`config.mk`:
```
export PLATFORM = sky130hd
export DESIGN_NAME = nibble_serial_subtractor_flat
export DESIGN_NICKNAME = d
export VERILOG_FILES = /design/src/rtl/nibble_serial_subtractor_if.sv /design/src/rtl/nibble_serial_subtractor.sv /design/src/flat_wrapper.sv
export SDC_FILE = /design/constraint.sdc
export NUM_CORES = 1
export LEC_CHECK = 0
export ABC_AREA = 1
export CORE_ASPECT_RATIO = 0.8
export CORE_MARGIN = 2
export CORE_UTILIZATION = 44
export CTS_CLUSTER_SIZE = 25
export DETAILED_ROUTE_END_ITERATION = 6
export PLACE_DENSITY = 0.83
export REMOVE_ABC_BUFFERS = 1
export SLEW_MARGIN = 10
export SYNTH_ARGS = -nofsm -noshare
export SYNTH_HDL_FRONTEND = slang
export SYNTH_SLANG_ARGS = --single-unit
```
`constraint.sdc`:
```
create_clock -name clk -period 2.4 [get_ports clk]
set_clock_uncertainty 0.2 [all_clocks]
set_input_delay 0.48 -clock clk [delete_from_list [all_inputs] [get_ports clk]]
set_output_delay 0.48 -clock clk [all_outputs]
set_load 0.1 [all_outputs]
```
`src/rtl/nibble_serial_subtractor_if.sv`:
```
// Handshake and data bundle for the nibble-serial subtractor.
// The master side supplies operands and consumes results; the slave side is the subtractor.
interface nibble_serial_subtractor_if #(
  parameter int WIDTH = 16
) ();
  logic             in_valid;
  logic             in_ready;
  logic [WIDTH-1:0] SUB_1;
  logic [WIDTH-1:0] SUB_2;
  logic             B_in;
  logic             out_valid;
  logic             out_ready;
  logic [WIDTH-1:0] D;
  logic             B_out;
  logic             OVF;

  modport master (
    output in_valid, SUB_1, SUB_2, B_in, out_ready,
    input  in_ready, out_valid, D, B_out, OVF
  );

  modport slave (
    input  in_valid, SUB_1, SUB_2, B_in, out_ready,
    output in_ready, out_valid, D, B_out, OVF
  );
endinterface

```
`src/rtl/nibble_serial_subtractor.sv`:
```
// Multi-cycle subtractor D = SUB_1 - SUB_2 - B_in, one NIB-bit slice per clock, LSB slice first.
// The difference is formed as SUB_1 + ~SUB_2 + ~B_in through one registered NIB-bit carry chain.
module nibble_serial_subtractor #(
  parameter int WIDTH = 16,
  parameter int NIB   = 4
) (
  input  logic                        clk,
  input  logic                        rst,
  nibble_serial_subtractor_if.slave   bus
);

  localparam int NNIB = WIDTH / NIB;
  localparam int CW   = (NNIB > 1) ? $clog2(NNIB) : 1;
  localparam logic [CW-1:0] LAST = CW'(NNIB - 1);

  localparam logic [1:0] IDLE = 2'd0;
  localparam logic [1:0] RUN  = 2'd1;
  localparam logic [1:0] DONE = 2'd2;

  logic [1:0]       state_q, state_d;
  logic [CW-1:0]    cnt_q, cnt_d;
  logic             carry_q, carry_d;
  logic [WIDTH-1:0] a_q, a_d;
  logic [WIDTH-1:0] bn_q, bn_d;
  logic [WIDTH-1:0] d_q, d_d;
  logic             b_out_q, b_out_d;
  logic             ovf_q, ovf_d;

  logic [NIB-1:0]   a_nib_s;
  logic [NIB-1:0]   bn_nib_s;
  logic [NIB:0]     sum_s;

  // Current slice of the latched operands and its sum with the running carry.
  always_comb begin
    a_nib_s  = a_q[int'(cnt_q) * NIB +: NIB];
    bn_nib_s = bn_q[int'(cnt_q) * NIB +: NIB];
    sum_s    = {1'b0, a_nib_s} + {1'b0, bn_nib_s} + {{NIB{1'b0}}, carry_q};
  end

  // Next-state and datapath update for IDLE/RUN/DONE.
  always_comb begin
    state_d = state_q;
    cnt_d   = cnt_q;
    carry_d = carry_q;
    a_d     = a_q;
    bn_d    = bn_q;
    d_d     = d_q;
    b_out_d = b_out_q;
    ovf_d   = ovf_q;
    case (state_q)
      IDLE: begin
        if (bus.in_valid) begin
          a_d     = bus.SUB_1;
          bn_d    = ~bus.SUB_2;
          carry_d = ~bus.B_in;
          cnt_d   = {CW{1'b0}};
          state_d = RUN;
        end else begin
          state_d = IDLE;
        end
      end
      RUN: begin
        d_d[int'(cnt_q) * NIB +: NIB] = sum_s[NIB-1:0];
        carry_d = sum_s[NIB];
        if (cnt_q == LAST) begin
          // Carry out of the top slice is the inverted borrow; the top sum bit is D's msb.
          b_out_d = ~sum_s[NIB];
          ovf_d   = (a_q[WIDTH-1] != ~bn_q[WIDTH-1]) && (sum_s[NIB-1] != a_q[WIDTH-1]);
          state_d = DONE;
        end else begin
          cnt_d   = cnt_q + CW'(1);
        end
      end
      DONE: begin
        if (bus.out_ready) begin
          state_d = IDLE;
        end else begin
          state_d = DONE;
        end
      end
      default: begin
        state_d = IDLE;
      end
    endcase
  end

  // State registers with synchronous reset that discards any operation in flight.
  always_ff @(posedge clk) begin
    if (rst) begin
      state_q <= IDLE;
      cnt_q   <= {CW{1'b0}};
      carry_q <= 1'b0;
      a_q     <= {WIDTH{1'b0}};
      bn_q    <= {WIDTH{1'b0}};
      d_q     <= {WIDTH{1'b0}};
      b_out_q <= 1'b0;
      ovf_q   <= 1'b0;
    end else begin
      state_q <= state_d;
      cnt_q   <= cnt_d;
      carry_q <= carry_d;
      a_q     <= a_d;
      bn_q    <= bn_d;
      d_q     <= d_d;
      b_out_q <= b_out_d;
      ovf_q   <= ovf_d;
    end
  end

  assign bus.in_ready  = (state_q == IDLE);
  assign bus.out_valid = (state_q == DONE);
  assign bus.D         = d_q;
  assign bus.B_out     = b_out_q;
  assign bus.OVF       = ovf_q;

endmodule

```
`src/flat_wrapper.sv`:
```
// flat-port wrapper written by rule: the top's interface ports become plain ports
module nibble_serial_subtractor_flat 
#(
  parameter int WIDTH = 16,
  parameter int NIB   = 4
)
  (clk, rst, bus_in_valid, bus_SUB_1, bus_SUB_2, bus_B_in, bus_out_ready, bus_in_ready, bus_out_valid, bus_D, bus_B_out, bus_OVF);
  nibble_serial_subtractor_if #(.WIDTH(WIDTH)) bus_i ();
  input  logic clk;
  input  logic rst;
  input wire logic [$bits(bus_i.in_valid)-1:0] bus_in_valid;
  input wire logic [$bits(bus_i.SUB_1)-1:0] bus_SUB_1;
  input wire logic [$bits(bus_i.SUB_2)-1:0] bus_SUB_2;
  input wire logic [$bits(bus_i.B_in)-1:0] bus_B_in;
  input wire logic [$bits(bus_i.out_ready)-1:0] bus_out_ready;
  output wire logic [$bits(bus_i.in_ready)-1:0] bus_in_ready;
  output wire logic [$bits(bus_i.out_valid)-1:0] bus_out_valid;
  output wire logic [$bits(bus_i.D)-1:0] bus_D;
  output wire logic [$bits(bus_i.B_out)-1:0] bus_B_out;
  output wire logic [$bits(bus_i.OVF)-1:0] bus_OVF;
  assign bus_i.in_valid = bus_in_valid;
  assign bus_i.SUB_1 = bus_SUB_1;
  assign bus_i.SUB_2 = bus_SUB_2;
  assign bus_i.B_in = bus_B_in;
  assign bus_i.out_ready = bus_out_ready;
  assign bus_in_ready = bus_i.in_ready;
  assign bus_out_valid = bus_i.out_valid;
  assign bus_D = bus_i.D;
  assign bus_B_out = bus_i.B_out;
  assign bus_OVF = bus_i.OVF;
  nibble_serial_subtractor #(.WIDTH(WIDTH), .NIB(NIB)) u_core (.clk(clk), .rst(rst), .bus(bus_i));
endmodule
```
# Word-level counts from Yosys, hierarchy flattened
# Cells that the tools add are included.
[word_totals]
out_inout_bits = 20
elab_cells = 45
in_bits = 37
regBits = 55
[classes]
n_mux = 10
n_reduce_logical = 7
n_shift = 4
eq_ne = 8
n_bitwise = 4
add_sub_neg = 4
[op_table]
columns = ["operator", "count"]
rows = [
  ["4-bit negator with 33-bit output", 1],
  ["4-bit by 33-bit variable shift with 16-bit output, first input constant", 1],
  ["4-bit by 33-bit indexed part select with 16-bit output", 1],
  ["16-bit by 5-bit indexed part select with 4-bit output", 2],
  ["16-bit bitwise mux", 1],
  ["16-bit NOT", 1],
  ["2-bit two-way mux", 4],
  ["2-bit case mux with 3 select lines", 1],
  ["2-bit AND reduction", 3],
  ["4-bit by 4-bit adder with 5-bit output", 1],
  ["5-bit by 1-bit adder with 5-bit output", 1],
  ["2-bit == test, second input constant", 2],
  ["2-bit inequality test, second input constant", 2],
  ["2-bit case mux with 2 select lines", 1],
  ["1-bit NOT", 3],
  ["3-bit AND reduction", 1],
  ["2-bit by 1-bit adder with 2-bit output, second input constant", 1],
  ["2-bit by 1-bit == test with 1-bit output, second input constant", 1],
  ["2-bit zero test", 1],
  ["1-bit two-way mux", 2],
  ["1-bit inequality test", 2],
  ["2-bit by 1-bit inequality test with 1-bit output, second input constant", 1],
  ["1-bit case mux with 2 select lines", 1],
  ["2-bit nonzero test", 1],
  ["1-bit logical AND", 1],
]

# Longest topological paths before layout
[logic_depth]
word_depth = 5
ltp_mapped = 13
mapped_depth_nobuf = 12

# Worst setup path before layout
# OpenSTA, ideal clock, no wires.
[synth_path]
path_type = "flip-flop to flip-flop"
from = "reg u_core.cnt_q[1]"
to = "reg u_core.d_q[14], in the netlist u_core.bus.D[14]"
t_required_ns = 2.132
arrival_time_ns = 2.310
path_stages_with_launch = 12
path_buffers = 1
slack_ns = -0.178
synth_period_minus_slack_ns = 2.578
path_cell_list = "dfxtp_1 -> clkbuf_1 -> inv_1 -> o21ai_0 -> o22ai_1 -> fa_1 -> fa_1 -> xor2_1 -> nand2_1 -> nor2_1 -> a22oi_1 -> nor2_1"
[synth_via]
elab_chain_len = 5
[synth_lines]
columns = ["element", "line", "text"]
rows = [
  ["start, declared", "nibble_serial_subtractor.sv:21", "logic [CW-1:0] cnt_q, cnt_d;"],
  ["start signal, assigned", "nibble_serial_subtractor.sv:91", "cnt_q <= {CW{1'b0}};"],
  ["start signal, assigned", "nibble_serial_subtractor.sv:100", "cnt_q <= cnt_d;"],
  ["16-bit by 5-bit indexed part select with 4-bit output, on equally long branches", "nibble_serial_subtractor.sv:35, nibble_serial_subtractor.sv:36", ""],
  ["4-bit by 4-bit adder with 5-bit output", "nibble_serial_subtractor.sv:37", "sum_s = {1'b0, a_nib_s} + {1'b0, bn_nib_s} + {{NIB{1'b0}}, carry_q};"],
  ["5-bit by 1-bit adder with 5-bit output", "nibble_serial_subtractor.sv:37", ""],
  ["4-bit by 33-bit indexed part select with 16-bit output", "nibble_serial_subtractor.sv:63", "d_d[int'(cnt_q) * NIB +: NIB] = sum_s[NIB-1:0];"],
  ["16-bit bitwise mux *", "nibble_serial_subtractor.sv:63", ""],
  ["end signal, assigned", "nibble_serial_subtractor.sv:95", "d_q <= {WIDTH{1'b0}};"],
  ["end, declared", "nibble_serial_subtractor.sv:25", "logic [WIDTH-1:0] d_q, d_d;"],
]
# Mark *: on every way between the ends. The rest lies on a longest branch, timed or not.
# A chain may end at the register's enable or synchronous reset.

# Worst setup path after layout
[layout_path]
from = "reg u_core.cnt_q[0]"
to = "reg u_core.d_q[13], in the netlist u_core.bus.D[13]"
# The elaborated chain is that of the path after synthesis.

==> metrics.txt <==
Cell Chain, Critical Path=inv_1 -> o21ai_0 -> o22ai_1 -> fa_2 -> fa_2 -> nand2_1 -> nor2_2 -> nand2_1 -> a21oi_1; Final Setup Violations=0; CP bufs+invs=1; # H-tree levels=2; Post-synth EDFFs=0; first-pass GRT wire length=8956 µm; CTS tree=done; Crit-path slowest cell=fa_2; CP peak stage delay=550 ps; share of layout cells above drive strength 1=17.51%; placeable core area=5375 µm²; Total Wirelength=5552 µm; synthesized flop and latch total=55; clock buffer depth=2; row cnt=24; most frequent cells in the layout=59 x nor2_1, 54 x dfxtp_1, 47 x o21ai_0; vias in the first global route=1992; WL/cell=12.56 µm; multi-input logic area=1227 µm²; Register Area=1105 µm²; Area contributors post-synth=dfxtp_1 45%, o21ai_0 10%, nor2_1 9.3%, a21oi_1 6.4%, nand2_1 5.3%; area leader, netlist=dfxtp_1; LEAKAGE=1.307 nW; Post-synth ARST share=0%; crit-path max FO=6; die height=70.42 µm; ys flop type=dfxtp_1; fmax=0.4335 GHz; commonest non-fill, non-tap cell in the layout=nor2_1; starting density of the core=45.14%; Yosys warning count=0; fillers=474; VDD IR max=0.2508 mV; Clk pin slew, worst setup/hold paths=100 ps; Synth Instances=312; Via-to-Cell Ratio=5.090; CTS sink cnt=55; Final min period=2307 ps; Hold EP=u_core.bus.D[12]$_SDFFE_PP0P_; First DRT Iteration DRCs=143; Final Hold Fails=0; share of the synthesized area in the top cell type=45.38%; Total GRT Usage=18.39%; clk_lat worst skew=310 ps; final period utilization=96.12%; Placer Congestion=0.8627; WHS Path Cells=2; CTS Root Cell=clkbuf_8; Unique masters post-synth=27; critical hold path startpoint=u_core.bus.D[12]$_SDFFE_PP0P_; gr ovfl total=0; delay-heaviest family, CP=adder cells; drc violations=0; pin count of the biggest net entering global routing=37; post-synthesis cell area=2426 µm²; DR vias=2250; reg-to-reg endpoint=u_core.bus.D[13]$_SDFFE_PP0P_; I/O pins=57; max-slew violation count=0; status=complete, no violations; Core Util, Final=59.78%; Layout area overhead=32.44%; final net count=424; startpoint types=flip-flop; Slew headroom=79.88%; Power Density=659.4 nW/µm²; CTS Buf Count=5; antenna cells=0; R2R depth=9; CP arrival=2360 ps; post-route ant nets=0; First-pass DRT Iterations=4; max cap viols=0; die width=87.02 µm; Seq/Total Area, Yosys=45.38%; hold_buf cts=0; CP endpoint kind=flip-flop; TNS Setup=0 ps; crit path kind=flip-flop to flip-flop; slew at the pin closest to its max-slew limit=301.8 ps; initial antenna violation count=0; Worst R2R Start=u_core.cnt_q[0]$_SDFFE_PP0P_; DP HPWL=4016 µm; CP required=2450 ps; mean area per synthesized cell=7.776 µm²; die area=6128 µm²; R2R Setup Slk=90 ps; Hold Crit Class=flip-flop to flip-flop; Buffers on Ports=56
-- cell families (layout without fill, tap and decap cells) --
logic type / Yosys count / in the layout / share of synthesized area, %
buf+inv: 30 / 95 / 4.951
compound gates: 99 / 99 / 21.76
flops: 55 / 55 / 45.38
simple gates: 116 / 116 / 21.25
xor+xnor: 1 / 1 / 0.3611
fa+ha+maj: 11 / 11 / 6.292
-- worst max path at each step --
| stage | end | cells after the start | startpoint | slack [ps] |
|---|---|---|---|---|
| after floorplan | u_core.bus.D[14]$_SDFFE_PP0P_ | 10 | u_core.cnt_q[0]$_SDFFE_PP0P_ | -640 |
| after global placement | u_core.bus.D[14]$_SDFFE_PP0P_ | 10 | u_core.cnt_q[0]$_SDFFE_PP0P_ | 50 |
| after detailed placement | u_core.bus.D[6]$_SDFFE_PP0P_ | 10 | u_core.cnt_q[0]$_SDFFE_PP0P_ | -60 |
| after CTS | u_core.bus.D[13]$_SDFFE_PP0P_ | 9 | u_core.cnt_q[0]$_SDFFE_PP0P_ | 30 |
| after global routing | u_core.bus.D[13]$_SDFFE_PP0P_ | 9 | u_core.cnt_q[0]$_SDFFE_PP0P_ | -40 |
| final | u_core.bus.D[13]$_SDFFE_PP0P_ | 9 | u_core.cnt_q[0]$_SDFFE_PP0P_ | 90 |
-- cell type report --
| cell class | count | share of cell area [%] |
|---|---|---|
| Inverter | 14 | 1.636 |
| Clock buffer | 5 | 2.142 |
| Tap cell | 65 | 2.531 |
| Sequential cell | 55 | 34.38 |
| Clock inverter | 3 | 0.4673 |
| Timing Repair Buffer | 73 | 20.64 |
| Multi-Input combinational cell | 227 | 38.20 |
-- metrics by stage --
stage               total power, W  instances  hold WS, ps  setup slack [ps]  cell area (µm²)
floorplan                 0.001375        296        249.5            -644.5             2359
global placement          0.001595        432        256.3             52.61             3088
detailed placement        0.001610        432        255.5            -57.29             3088
CTS                       0.002101        440        270.3             28.20             3178
global route              0.002231        442        291.5            -36.11             3213
finish                    0.002119        442        270.5             93.07             3213
-- power by group --
group / internal [W] / switching, W
clock: 0.000200 / 0.000295
sequential: 0.000973 / 0.0000375
combinational: 0.000258 / 0.000354
-- worst min-delay path: cells and delay by family (launching register included) --
family | cells | cell delay, ps
and+or+nand+nor | 1 | 60
AOI/OAI and AO/OA | 1 | 50
DFF | 1 | 320
-- timing repair --
| action | in CTS | in global routing |
|---|---|---|
| setup buffers | 0 | 2 |
| resized for setup | 3 | 7 |
| endpoints found under the setup margin | 6 | 14 |
| hold endpoints to repair | 0 | 0 |
| pin swaps | 0 | 3 |
-- sequential cells by signal, summed over array words and instances (netlist names) --
signal / cells
u_core.bn_q: 16
u_core.bus.B_out: 1
u_core.bus.OVF: 1
u_core.state_q: 2
u_core.a_q: 16
u_core.cnt_q: 2
u_core.carry_q: 1
u_core.bus.D: 16
-- cells in the mapped netlist, drive strengths merged (3+ instances only) --
library cell / instances
o21ai: 51
inv: 14
a22oi: 4
o22ai: 8
a21oi: 31
nand4: 3
dfxtp: 55
ha: 9
nand2: 37
nand3: 7
buf: 6
nor2: 66
clkbuf: 10
-- per-layer routing --
layer	global-route usage (%)	wire length [µm]
met4	7.118	98
met5	0	0
met2	29.09	2515
met3	4.137	318
met1	24.26	2619
Note: power is estimated with default switching activity, not from simulation.
